### config.mk
export PLATFORM = sky130hd
export DESIGN_NAME = dreg_arbiter
export DESIGN_NICKNAME = d
export VERILOG_FILES = /design/src/rtl/dreg_arbiter.sv
export SDC_FILE = /design/constraint.sdc
export NUM_CORES = 1
export LEC_CHECK = 0
export CELL_PAD_IN_SITES_DETAIL_PLACEMENT = 1
export CELL_PAD_IN_SITES_GLOBAL_PLACEMENT = 2
export CORE_MARGIN = 2
export CORE_UTILIZATION = 20
export CTS_CLUSTER_SIZE = 20
export DETAILED_ROUTE_END_ITERATION = 6
export HOLD_SLACK_MARGIN = 0.08
export PLACE_DENSITY = 0.8
export SLEW_MARGIN = 20
export SYNTH_ARGS = -nofsm -noshare
export SYNTH_HDL_FRONTEND = slang
export SYNTH_SLANG_ARGS = --single-unit
### constraint.sdc
create_clock -name clk -period 2.05 [get_ports clk]
set_input_delay 0.3075 -clock clk [delete_from_list [all_inputs] [get_ports clk]]
set_output_delay 0.3075 -clock clk [all_outputs]
set_load 0.05 [all_outputs]
### src/rtl/dreg_arbiter.sv
// Round-robin arbiter and sequencer; the only writer of the shared WIDTH-bit register.
// Define DREG_ARB_TIMEOUT_EN to cap every grant at MAX_HOLD loads.
module dreg_arbiter #(
  parameter int  NREQ     = 4,
  parameter int  WIDTH    = 8,
  parameter int  MAX_HOLD = 8,
  localparam int OW       = (NREQ > 1) ? $clog2(NREQ) : 1
) (
  input  logic                  clk,
  input  logic                  rst,
  input  logic [NREQ-1:0]       req,
  input  logic [NREQ*WIDTH-1:0] wdata,
  output logic [NREQ-1:0]       gnt,
  output logic [OW-1:0]         owner,
  output logic [WIDTH-1:0]      q,
  output logic                  q_wr
);

  typedef enum logic {IDLE, GRANT} state_t;

  state_t           state, state_n;
  logic [NREQ-1:0]  gnt_n;
  logic [OW-1:0]    owner_n;
  logic [WIDTH-1:0] q_n;
  logic             q_wr_n;
  logic [OW-1:0]    ptr, ptr_n, ptr_adv;
  logic [OW-1:0]    pick;
  logic             found;
  logic [WIDTH-1:0] sel_data;
  logic             own_req;

`ifdef DREG_ARB_TIMEOUT_EN
  localparam int CW = $clog2(MAX_HOLD + 1);
  logic [CW-1:0] cnt, cnt_n;
`endif

  if (NREQ < 2 || NREQ > 8 || MAX_HOLD < 1) begin : g_bad_params
    $error("dreg_arbiter: NREQ must be 2..8 and MAX_HOLD at least 1");
  end

  function automatic logic [OW-1:0] wrap_idx(input logic [OW-1:0] base, input int k);
    int s;
    s = (int'(base) + k) % NREQ;
    return OW'(s);
  endfunction

  // Scan downward so the lowest offset from the pointer is the one left standing.
  always_comb begin
    found = 1'b0;
    pick  = '0;
    for (int k = NREQ - 1; k >= 0; k--) begin
      if (req[wrap_idx(ptr, k)]) begin
        found = 1'b1;
        pick  = wrap_idx(ptr, k);
      end
    end
  end

  always_comb begin
    sel_data = '0;
    for (int i = 0; i < NREQ; i++) begin
      if (owner == OW'(i)) sel_data = wdata[i*WIDTH +: WIDTH];
    end
  end

  assign own_req = req[owner];
  assign ptr_adv = (owner == OW'(NREQ - 1)) ? '0 : owner + 1'b1;

  always_comb begin
    state_n = state;
    gnt_n   = gnt;
    owner_n = owner;
    q_n     = q;
    q_wr_n  = 1'b0;
    ptr_n   = ptr;
`ifdef DREG_ARB_TIMEOUT_EN
    cnt_n   = cnt;
`endif
    unique case (state)
      IDLE: begin
        if (found) begin
          state_n = GRANT;
          gnt_n   = NREQ'(1) << pick;
          owner_n = pick;
`ifdef DREG_ARB_TIMEOUT_EN
          cnt_n   = '0;
`endif
        end
      end
      GRANT: begin
        if (own_req) begin
          q_n    = sel_data;
          q_wr_n = 1'b1;
`ifdef DREG_ARB_TIMEOUT_EN
          cnt_n  = cnt + 1'b1;
          // The load that reaches the hold limit also ends the grant.
          if (cnt_n == CW'(MAX_HOLD)) begin
            state_n = IDLE;
            gnt_n   = '0;
            ptr_n   = ptr_adv;
          end
`endif
        end else begin
          state_n = IDLE;
          gnt_n   = '0;
          ptr_n   = ptr_adv;
        end
      end
      default: state_n = IDLE;
    endcase
  end

  always_ff @(posedge clk) begin
    if (rst) begin
      state <= IDLE;
      gnt   <= '0;
      owner <= '0;
      q     <= '0;
      q_wr  <= 1'b0;
      ptr   <= '0;
`ifdef DREG_ARB_TIMEOUT_EN
      cnt   <= '0;
`endif
    end else begin
      state <= state_n;
      gnt   <= gnt_n;
      owner <= owner_n;
      q     <= q_n;
      q_wr  <= q_wr_n;
      ptr   <= ptr_n;
`ifdef DREG_ARB_TIMEOUT_EN
      cnt   <= cnt_n;
`endif
    end
  end

endmodule

==> results.md, run 1 <==
* Die X at 76.8 µm
* Mapped Avg Cell Area at 7.62 µm²
* Layout cells sized above 1 at 7.45%
* Final #Nets at 232
* CTS Hold Bufs at 0
* DRT Pass-1 Iters at 4
* Yosys reg bits at 18
* First-pass GRT wire length at 5620 µm
* Min Tclk post-route at 1.89 ns
* Initial Utilization at 20.7%
* Clk_lat worst skew at 0.25 ns
* Via count at 1143
* Crit-path cells: clkdlybuf4s50_1
* Post-DP HPWL at 2700 µm
* CTS max path bufs at 2
* Final wirelength at 3370 µm
* Setup TNS at 0 ns
* Vias in the first global route at 1145
* Post-synth EDFFs at 0
* Post-synth cell types at 29
* Outcome: completed
* Worst stage delay on the critical path at 0.86 ns
* Post_cts resized at 0
* Final Hold Fails at 0
* Share of flip-flops with an asynchronous set or reset at 0%
* Number of CTS-inserted buffers at 3
* Post-synthesis sequential area ratio at 34.0%
* WP data arrival at 1.58 ns
* Worst Path Required at 1.74 ns
* Clock transition at path regs at 0.07 ns
* Slew @ Worst Pin at 0.610 ns
* Buf/Inv on CP at 1
* Die area at 5900 µm²
* Ant diodes at 0
* Placed cell count at 255
* Die H at 76.8 µm
* Synth Instances at 139
* H-tree levels at 1
* Pin count of the biggest net entering global routing at 18
* Unrepaired setup endpoints after global routing: false
* Synth Flop Type: dfxtp_1
* Routed wire per std cell at 13.1 µm
* Gr usage total at 11.6%
* Vias/cell at 4.43
* Area grow syn2layout at 59.4%
* Pins Over Slew Limit at 0
* CTS root buf: clkbuf_8
* Max_cap viols at 0
* P_leak at 0.633 nW
* Post-CTS setup buffers at 0
* Total grt overflow at 0
* CTS tree: yes
* Cell Pwr Density at 620 nW/µm²
* Peak VDD IR at 0.195 mV
* Startpoint type of the worst setup path: flip-flop
* Critical path type: flip-flop to output port
* FMAX at 530 MHz
* Setup-failing EPs final at 0
* Finished Layout Cells at 258
* Fillcell total at 633
* Fin Clk Skew at 0.00241 ns
* Number of clock sinks at 18
* I/O Pins at 53
* Period utilization at 92.0%
* Total power at 1.05 mW
* Drt drc at 0
* Kind of cell adding the most delay to the critical path: buffers and inverters
* Initial antenna violation count at 0
* CP Capture Type: output port
* Antenna viol nets, final at 0
* Hold WC Path Type: flip-flop to flip-flop
* Worst Path Max Fanout at 6
* Util after Layout at 33.1%
* Synth Net Count at 181
* Initial DRC count at 40
* Max_slew headroom at 59.3%
* Placer Congestion at 0.747
* Synthesis Warnings at 0
* Slowest stage cell, crit path: clkdlybuf4s50_1
* Post-Syn Area at 1060 µm²
* IO buf count at 52
* FP Rows at 26
* Core Region at 5110 µm²
==> cell families (layout without fill, tap and decap cells) <==
logic type | after synthesis | count (layout) | share of synthesized area, %
flops | 18 | 18 | 34.0
fa+ha+maj | 4 | 4 | 4.72
simple gates | 44 | 44 | 19.7
mux | 2 | 2 | 3.07
compound gates | 49 | 49 | 29.5
buf+inv | 22 | 71 | 8.97
==> layer usage <==
metal	track usage, %	routed length, µm	part of all wire [%]
met1	17.4	1710	51
met2	17.2	1480	44
met3	1.29	153	4.5
met4	3.27	35	1.0
met5	0	0	0
==> synthesized netlist by cell type (2+ instances only) <==
master / number / area (µm²)
a21oi_1: 22 / 110
dfxtp_1: 18 / 360
nor2_1: 13 / 48.8
inv_1: 12 / 45.0
nand2_1: 12 / 45.0
nor3_1: 9 / 45.0
o21ai_0: 9 / 45.0
a221oi_1: 8 / 70.1
clkbuf_1: 5 / 18.8
a32o_1: 4 / 40.0
buf_2: 4 / 20.0
ha_1: 4 / 50.1
nor2_2: 2 / 12.5
nor3_2: 2 / 20.0
==> stage by stage <==
stage,worst slack (ns),hold WS [ns],area [µm²]
finish,0.163,0.472,1690
global route,0.00161,0.485,1690
CTS,0.152,0.481,1690
floorplan,0.0362,0.482,1060
global placement,0.0926,0.463,1650
detailed placement,0.0716,0.464,1650
==> report_power, final <==
part | leakage, nW | total, mW | switching, mW | internal, mW
clock network | 0.0216 | 0.244 | 0.114 | 0.130
registers | 0.148 | 0.402 | 0.0220 | 0.380
logic | 0.464 | 0.400 | 0.225 | 0.175
total | 0.633 | 1.05 | 0.361 | 0.686
==> final timing paths <==
check                                           start             endpoint  slack [ns]  cells after the start
worst max-delay path            owner[1]$_SDFFE_PP0P_             owner[1]        0.16                      1
worst min-delay path              gnt[0]$_SDFFE_PP0P_  gnt[0]$_SDFFE_PP0P_        0.47                      1
worst max register to register  owner[0]$_SDFFE_PP0P_    q[7]$_SDFFE_PP0P_        0.24                      6
worst min register to register    gnt[0]$_SDFFE_PP0P_  gnt[0]$_SDFFE_PP0P_        0.47                      1
==> cell usage in the layout (no fill, tap or decap), drive strengths merged, types with 8 or more instances in the layout <==
| master | count |
|---|---|
| dfxtp | 18 |
| nand2 | 13 |
| a221oi | 8 |
| a21oi | 22 |
| nor2 | 15 |
| clkdlybuf4s50 | 52 |
| nor3 | 11 |
| o21ai | 9 |
| inv | 12 |
==> registers in the layout, summed over array words and instances (netlist names) <==
register,count
state,1
q,8
owner,2
ptr,2
q_wr,1
gnt,4
==> area by class of cell <==
cell class / count / area, µm² / area share (%)
Inverter: 12 / 45.0 / 2.67
Sequential cell: 18 / 360 / 21.3
Timing Repair Buffer: 56 / 551 / 32.6
Clock buffer: 3 / 41.3 / 2.44
Tap cell: 70 / 87.6 / 5.19
Multi-Input combinational cell: 99 / 604 / 35.8
Power figures use the tool's default switching activity.
==> run 2, diff against run 1 <==
--- a/config.mk
+++ b/config.mk
@@ -5,6 +5,7 @@
 export SDC_FILE = /design/constraint.sdc
 export NUM_CORES = 1
 export LEC_CHECK = 0
+export CAP_MARGIN = 20
 export CELL_PAD_IN_SITES_DETAIL_PLACEMENT = 1
 export CELL_PAD_IN_SITES_GLOBAL_PLACEMENT = 2
 export CORE_MARGIN = 2
@@ -13,6 +14,7 @@
 export DETAILED_ROUTE_END_ITERATION = 6
 export HOLD_SLACK_MARGIN = 0.08
 export PLACE_DENSITY = 0.8
+export SKIP_CTS_REPAIR_TIMING = 1
 export SLEW_MARGIN = 20
 export SYNTH_ARGS = -nofsm -noshare
 export SYNTH_HDL_FRONTEND = slang
==> results of run 2 <==
No change in the layout: final DEF, timing and power equal those of run 1.
